$ cat src/rtl/echo_delay_line_sequencer_pkg.sv
// Shared definitions for the echo delay-line sequencer.
//   audio_width_default : sample width shared with the encoder/decoder
//   state_t             : sequencer states (clear / idle / read / write)
//   delay_addr_width()  : RAM address width for a given delay in stereo frames
package echo_delay_line_sequencer_pkg;

    localparam int audio_width_default = 16;

    typedef enum logic [1:0] {
        state_clear = 2'd0,
        state_idle  = 2'd1,
        state_read  = 2'd2,
        state_write = 2'd3
    } state_t;

    // Two words (left/right) per stereo frame.
    function automatic int delay_addr_width(input int delay_samples);
        return $clog2(2 * delay_samples);
    endfunction

endpackage

$ cat src/rtl/echo_delay_line_sequencer_if.sv
// Bus interfaces around the echo delay-line sequencer.
//   echo_delay_line_sequencer_if : sample request/response channel
//     master = echo datapath (requester), slave = sequencer
//     req_valid/req_ready handshake, req_is_left, req_audio,
//     rsp_valid (1-cycle pulse, no backpressure), rsp_audio
//   echo_delay_line_ram_if : single-port synchronous RAM port
//     master = sequencer, slave = RAM
//     ram_addr, ram_we, ram_wdata, ram_rdata (1-cycle read latency)
interface echo_delay_line_sequencer_if
    import echo_delay_line_sequencer_pkg::*;
#(
    parameter int audio_width = audio_width_default
);
    logic                   req_valid;
    logic                   req_ready;
    logic                   req_is_left;
    logic [audio_width-1:0] req_audio;
    logic                   rsp_valid;
    logic [audio_width-1:0] rsp_audio;

    modport master (
        output req_valid, req_is_left, req_audio,
        input  req_ready, rsp_valid, rsp_audio
    );

    modport slave (
        input  req_valid, req_is_left, req_audio,
        output req_ready, rsp_valid, rsp_audio
    );
endinterface

interface echo_delay_line_ram_if
    import echo_delay_line_sequencer_pkg::*;
#(
    parameter int audio_width = audio_width_default,
    parameter int addr_width  = 12
);
    logic [addr_width-1:0]  ram_addr;
    logic                   ram_we;
    logic [audio_width-1:0] ram_wdata;
    logic [audio_width-1:0] ram_rdata;

    modport master (
        output ram_addr, ram_we, ram_wdata,
        input  ram_rdata
    );

    modport slave (
        input  ram_addr, ram_we, ram_wdata,
        output ram_rdata
    );
endinterface

$ cat src/rtl/echo_delay_line_sequencer.sv
// Echo delay-line sequencer: owns the external single-port delay RAM.
// Zero-fills the RAM after reset or clear_req, then serves one
// read-then-write transaction per accepted sample: the slot
// {frame_ptr, ~is_left} is read (returning the sample stored delay_samples
// frames earlier) and then overwritten with the new sample.
// Ports:
//   clk, reset   : bit clock, asynchronous active-high reset
//   clear_req    : restart the zero-fill from address 0 (wins over requests)
//   busy         : high while zero-filling
//   req          : request/response channel (slave side)
//   ram          : RAM port (master side)
//
// state       | meaning
// ------------+-----------------------------------------------------------
// state_clear | writing zero to clr_addr, one word per clock
// state_idle  | req_ready high, waiting for a sample request
// state_read  | slot address on the RAM, read data arrives next edge
// state_write | return read data, write the new sample into the same slot
module echo_delay_line_sequencer
    import echo_delay_line_sequencer_pkg::*;
#(
    parameter int audio_width   = audio_width_default,
    parameter int delay_samples = 2048
)(
    input  logic                         clk,
    input  logic                         reset,
    input  logic                         clear_req,
    output logic                         busy,
    echo_delay_line_sequencer_if.slave   req,
    echo_delay_line_ram_if.master        ram
);

    localparam int addr_width = delay_addr_width(delay_samples);
    localparam int ptr_width  = addr_width - 1;
    localparam logic [addr_width-1:0] last_addr = addr_width'(2 * delay_samples - 1);

    state_t                 state, state_d;
    logic [addr_width-1:0]  clr_addr, clr_addr_d;
    logic [ptr_width-1:0]   frame_ptr, frame_ptr_d;
    logic                   lat_is_left, lat_is_left_d;
    logic [audio_width-1:0] lat_audio, lat_audio_d;
    logic                   busy_q, busy_d;
    logic                   ready_q, ready_d;
    logic                   rsp_valid_q, rsp_valid_d;
    logic [audio_width-1:0] rsp_audio_q, rsp_audio_d;
    logic [addr_width-1:0]  ram_addr_q, ram_addr_d;
    logic                   ram_we_q, ram_we_d;
    logic [audio_width-1:0] ram_wdata_q, ram_wdata_d;
    logic                   accept;

    // clear_req masks the handshake in the same cycle so a request is never
    // accepted into a transaction that the clear would abandon.
    assign req.req_ready = ready_q & ~clear_req;
    assign accept        = req.req_valid & req.req_ready;

    assign busy          = busy_q;
    assign req.rsp_valid = rsp_valid_q;
    assign req.rsp_audio = rsp_audio_q;
    assign ram.ram_addr  = ram_addr_q;
    assign ram.ram_we    = ram_we_q;
    assign ram.ram_wdata = ram_wdata_q;

    always_ff @(posedge clk or posedge reset) begin
        if (reset) begin
            state       <= state_clear;
            clr_addr    <= '0;
            frame_ptr   <= '0;
            lat_is_left <= 1'b0;
            lat_audio   <= '0;
            busy_q      <= 1'b1;
            ready_q     <= 1'b0;
            rsp_valid_q <= 1'b0;
            rsp_audio_q <= '0;
            ram_addr_q  <= '0;
            ram_we_q    <= 1'b0;
            ram_wdata_q <= '0;
        end else begin
            state       <= state_d;
            clr_addr    <= clr_addr_d;
            frame_ptr   <= frame_ptr_d;
            lat_is_left <= lat_is_left_d;
            lat_audio   <= lat_audio_d;
            busy_q      <= busy_d;
            ready_q     <= ready_d;
            rsp_valid_q <= rsp_valid_d;
            rsp_audio_q <= rsp_audio_d;
            ram_addr_q  <= ram_addr_d;
            ram_we_q    <= ram_we_d;
            ram_wdata_q <= ram_wdata_d;
        end
    end

    always_comb begin
        state_d       = state;
        clr_addr_d    = clr_addr;
        frame_ptr_d   = frame_ptr;
        lat_is_left_d = lat_is_left;
        lat_audio_d   = lat_audio;
        busy_d        = busy_q;
        ready_d       = ready_q;
        rsp_valid_d   = 1'b0;
        rsp_audio_d   = rsp_audio_q;
        ram_addr_d    = ram_addr_q;
        ram_we_d      = 1'b0;
        ram_wdata_d   = ram_wdata_q;

        if (clear_req) begin
            state_d     = state_clear;
            clr_addr_d  = '0;
            frame_ptr_d = '0;
            busy_d      = 1'b1;
            ready_d     = 1'b0;
            ram_addr_d  = '0;
            ram_wdata_d = '0;
        end else begin
            unique case (state)
                state_clear: begin
                    busy_d      = 1'b1;
                    ready_d     = 1'b0;
                    ram_we_d    = 1'b1;
                    ram_wdata_d = '0;
                    ram_addr_d  = clr_addr;
                    clr_addr_d  = clr_addr + addr_width'(1);
                    if (clr_addr == last_addr) begin
                        state_d = state_idle;
                    end
                end
                state_idle: begin
                    busy_d  = 1'b0;
                    ready_d = 1'b1;
                    if (accept) begin
                        ready_d       = 1'b0;
                        ram_addr_d    = {frame_ptr, ~req.req_is_left};
                        lat_is_left_d = req.req_is_left;
                        lat_audio_d   = req.req_audio;
                        state_d       = state_read;
                    end
                end
                state_read: begin
                    state_d = state_write;
                end
                state_write: begin
                    // Read data for the slot is on ram_rdata now; the write of
                    // the new sample lands on the following edge, so the
                    // returned word is always the old contents.
                    rsp_valid_d = 1'b1;
                    rsp_audio_d = ram.ram_rdata;
                    ram_we_d    = 1'b1;
                    ram_wdata_d = lat_audio;
                    ready_d     = 1'b1;
                    if (!lat_is_left) begin
                        frame_ptr_d = frame_ptr + ptr_width'(1);
                    end
                    state_d = state_idle;
                end
                default: begin
                    state_d = state_clear;
                end
            endcase
        end
    end

endmodule
$ cat src/flat_wrapper.sv
// flat-port wrapper written by rule: the top's interface ports become plain ports
module echo_delay_line_sequencer_flat import echo_delay_line_sequencer_pkg::*;
#(
    parameter int audio_width   = audio_width_default,
    parameter int delay_samples = 2048
)
  (clk, reset, clear_req, busy, req_req_valid, req_req_is_left, req_req_audio, req_req_ready, req_rsp_valid, req_rsp_audio, ram_ram_addr, ram_ram_we, ram_ram_wdata, ram_ram_rdata);
  echo_delay_line_sequencer_if #(.audio_width(audio_width)) req_i ();
  echo_delay_line_ram_if #(.audio_width(audio_width)) ram_i ();
  input  logic clk;
  input  logic reset;
  input  logic clear_req;
  output logic busy;
  input wire logic [$bits(req_i.req_valid)-1:0] req_req_valid;
  input wire logic [$bits(req_i.req_is_left)-1:0] req_req_is_left;
  input wire logic [$bits(req_i.req_audio)-1:0] req_req_audio;
  output wire logic [$bits(req_i.req_ready)-1:0] req_req_ready;
  output wire logic [$bits(req_i.rsp_valid)-1:0] req_rsp_valid;
  output wire logic [$bits(req_i.rsp_audio)-1:0] req_rsp_audio;
  output wire logic [$bits(ram_i.ram_addr)-1:0] ram_ram_addr;
  output wire logic [$bits(ram_i.ram_we)-1:0] ram_ram_we;
  output wire logic [$bits(ram_i.ram_wdata)-1:0] ram_ram_wdata;
  input wire logic [$bits(ram_i.ram_rdata)-1:0] ram_ram_rdata;
  assign req_i.req_valid = req_req_valid;
  assign req_i.req_is_left = req_req_is_left;
  assign req_i.req_audio = req_req_audio;
  assign req_req_ready = req_i.req_ready;
  assign req_rsp_valid = req_i.rsp_valid;
  assign req_rsp_audio = req_i.rsp_audio;
  assign ram_ram_addr = ram_i.ram_addr;
  assign ram_ram_we = ram_i.ram_we;
  assign ram_ram_wdata = ram_i.ram_wdata;
  assign ram_i.ram_rdata = ram_ram_rdata;
  echo_delay_line_sequencer #(.audio_width(audio_width), .delay_samples(delay_samples)) u_core (.clk(clk), .reset(reset), .clear_req(clear_req), .busy(busy), .req(req_i), .ram(ram_i));
endmodule
$ cat config.mk
export PLATFORM = sky130hd
export DESIGN_NAME = echo_delay_line_sequencer_flat
export DESIGN_NICKNAME = d
export VERILOG_FILES = /design/src/rtl/echo_delay_line_sequencer_pkg.sv /design/src/rtl/echo_delay_line_sequencer_if.sv /design/src/rtl/echo_delay_line_sequencer.sv /design/src/flat_wrapper.sv
export SDC_FILE = /design/constraint.sdc
export NUM_CORES = 1
export LEC_CHECK = 0
export ABC_CLOCK_PERIOD_IN_PS = 7600
export BUFFER_PORTS_ARGS = -buffer_cell sky130_fd_sc_hd__buf_2
export CAP_MARGIN = 15
export CORE_MARGIN = 1
export CORE_UTILIZATION = 55
export CTS_CLUSTER_DIAMETER = 80
export DETAILED_ROUTE_END_ITERATION = 10
export PLACE_DENSITY = 0.81
export SYNTH_ARGS = -nofsm -noshare
export SYNTH_HDL_FRONTEND = slang
export SYNTH_SLANG_ARGS = --single-unit
$ cat constraint.sdc
create_clock -name clk -period 7.6 [get_ports clk]
set_clock_uncertainty 0.15 [all_clocks]
set_input_delay 0.76 -clock clk [delete_from_list [all_inputs] [get_ports clk]]
set_output_delay 0.76 -clock clk [all_outputs]
set_load 0.1 [all_outputs]
==> run summary <==
first-pass GRT wire length = 11920 um
post-synthesis cell count = 305
endpoints failing setup = 0
WL met2 = 3467 um
relative slew slack = 0.3051
syn nets = 347
share of cells above drive strength 1 = 0.3667
remaining design rule violation count = 0
Core Util, Final = 0.6698
Max Used Layer = met4
initial DRC count = 132
Synth area leader = dfrtp_1
Synth area leaders = dfrtp_1 57%, mux2_2 6.9%, mux2i_1 3.9%, a22o_1 3.6%, xor2_1 3.2%
FFs w/ async S/R, synth = 1.000
Synth Warn # = 0
actual slew at the worst max-slew pin = 1.037 ns
CP startpoint kind = flip-flop
Routed Antenna Nets = 0
RSZ-0062 raised after global routing = false
fin crit period = 2.852 ns
DR pass1 iterations = 4
ant diodes = 0
Max Cap Violations = 0
Seq/Total Area, Yosys = 0.5793
crit end category = flip-flop
initial antenna violation count = 0
Worst setup startpoint = u_core.state[1]
WP data required = 7.69 ns
clock sinks = 90
post-CTS resize count = 0
Post-synth EDFFs = 0
Vias/cell = 5.286
final worst path period share = 0.3753
CP max FO = 19
number of global-route vias before repair = 2433
# Post-CTS Setup Buffers = 0
Hold Slack = 0.2941 ns
Initial Util = 0.5694
Pwr Density = 230.4 mW/mm2
kind of critical path = reg2reg
reg2reg path depth = 5
grt total ovfl = 0
Final nets = 427
met3 WL = 286 um
Peak VDD IR = 0.0001011 V
clk slew on worst S/H paths = 0.09 ns
Avg Inst Size Synth = 12.75 um2
CTS max path bufs = 2
count of cell types in the netlist = 39
synthesis-to-layout area growth = 17.63%
register area = 0.002253 mm2
I/O pin count = 85
cell area after synthesis = 0.003890 mm2
Final Max Tran Viols = 0
outcome = finished clean
total wire length = 7191 um
core footprint = 0.006832 mm2
CTS tree = done
#FFs+latches synth = 90
area of the multi-input gates = 0.001506 mm2
routed vias = 2569
Die X = 86.10 um
post-cts hold buffer count = 0
CP endpoint = u_core.lat_audio[6]
ys flop type = dfrtp_1
fill count = 522
Yosys top cell area share = 0.5725
Leakage = 2.368 nW
fmax = 350.6 MHz
accumulated negative setup slack = 0 ns
Metal-1 WL = 3353 um
GR Util All Layers = 0.2077
Die ar. = 0.007413 mm2
min-delay worst type = in2async
row count = 30
HPWL after detailed placement = 4907 um
flop2flop setup slack = 4.75 ns
CP arrival = 2.94 ns
clock latency on the worst-skew pair = 0.35 ns
total CTS buffers = 9
RR Startpoint = u_core.state[1]
largest net degree at the start of global routing = 91
Die H = 86.10 um
routability cong. = 0.7929
IO buf count = 84
H-tree Lvls = 3
Fin. Hold Viols = 0
Root Driver = clkbuf_8
routed len/inst = 14.80 um
reg2reg end = u_core.lat_audio[6]
cell usage after synthesis (2+ instances only):
cell type  number
and3_1          6
xnor2_1         4
nor2_1         22
nand3_1         2
o31ai_1        12
a21oi_1         5
buf_1           2
a22o_1         16
inv_1           6
nand4_1         5
and4_1          2
o2111ai_1       3
dfrtp_1        89
buf_2          10
buf_4           2
nor3b_1         2
nor2b_1         3
ha_1            5
mux2i_1        15
nand2_1        22
nor3_1          2
xor2_1         14
mux2_2         24
buf_6           3
o21ai_0         6
or3_1           3
mux2_4          8
state kept, by name, indices dropped and copies added (netlist names):
| register | cells |
|---|---|
| u_core.req.rsp_audio | 16 |
| u_core.ready_q | 1 |
| u_core.state | 2 |
| u_core.clr_addr | 12 |
| u_core.frame_ptr | 11 |
| u_core.ram.ram_addr | 12 |
| u_core.req.rsp_valid | 1 |
| u_core.lat_is_left | 1 |
| u_core.ram.ram_wdata | 16 |
| u_core.ram.ram_we | 1 |
| u_core.lat_audio | 16 |
| u_core.busy | 1 |
worst min path at each step:
stage | to | slack [ns] | depth (start not counted)
floorplan | u_core.lat_is_left | 0.30 | 2
global placement | u_core.ram.ram_addr[6] | 0.31 | 2
detailed placement | u_core.ram.ram_addr[5] | 0.31 | 2
CTS | u_core.ram.ram_addr[5] | 0.33 | 2
global route | u_core.req.rsp_audio[7] | 0.33 | 3
finish | u_core.req.rsp_audio[3] | 0.29 | 3
power by group:
group | leakage, nW | total [mW] | switching [mW] | internal, mW
Clock | 0.0999 | 0.332 | 0.168 | 0.164
Sequential | 1.24 | 0.541 | 0.0259 | 0.515
Combinational | 1.02 | 0.181 | 0.125 | 0.0559
area by class of cell:
cell class / instances / share of cell area
flip-flops and latches: 90 / 0.4925
clock inverters: 6 / 0.01559
inverters: 6 / 0.005196
multi-input cells: 191 / 0.3292
clock buffers: 10 / 0.03008
well taps: 96 / 0.02625
repair buffers: 87 / 0.1012
critical path, stage by stage (launching register included):
cell	delay, ns
dfrtp_1	0.40
inv_1	0.09
ha_1	0.81
nand3_4	0.13
nand2b_1	0.66
mux2_4	0.50
placed cells by master (no fill, tap or decap), types with 3 or more instances in the layout:
master,instances
or3_1,3
nand2_1,22
o31ai_1,12
o2111ai_1,3
mux2i_1,15
xnor2_1,4
dfrtp_1,89
mux2_2,24
xor2_1,14
buf_2,84
and3_1,6
inv_1,5
inv_6,3
mux2_4,8
clkbuf_8,10
ha_1,5
nor2_1,22
a21oi_1,5
o21ai_0,6
nand4_1,5
a22o_1,16
per-stage QoR:
stage	power (mW)	std cells	setup slack [ns]	cell area, um2
5_1_grt	1.100	486	4.543	4576
3_5_place_dp	0.7311	469	4.468	4339
3_3_place_gp	0.7245	469	4.508	4339
6_report	1.054	486	4.748	4576
4_1_cts	1.064	485	4.717	4548
2_1_floorplan	0.6929	305	4.230	3890
kinds of logic (layout without fill, tap and decap cells):
logic type / Yosys count / count (layout) / share of synthesized area
AO/OA/AOI/OAI: 46 / 46 / 0.09038
XOR/XNOR: 18 / 18 / 0.04053
adder cells (fa/ha/maj): 5 / 5 / 0.01608
buffers and inverters: 24 / 109 / 0.03409
flip-flops: 90 / 90 / 0.5793
multiplexers: 47 / 47 / 0.1390
AND/OR/NAND/NOR: 75 / 75 / 0.1007
per-layer routing:
metal  vias to the layer above  GRT usage
met5                         -          0
met4                         0    0.08182
met3                        10    0.03369
met2                        65     0.3319
met1                      1252     0.2858
li1                       1242          -
Power figures use the tool's default switching activity.
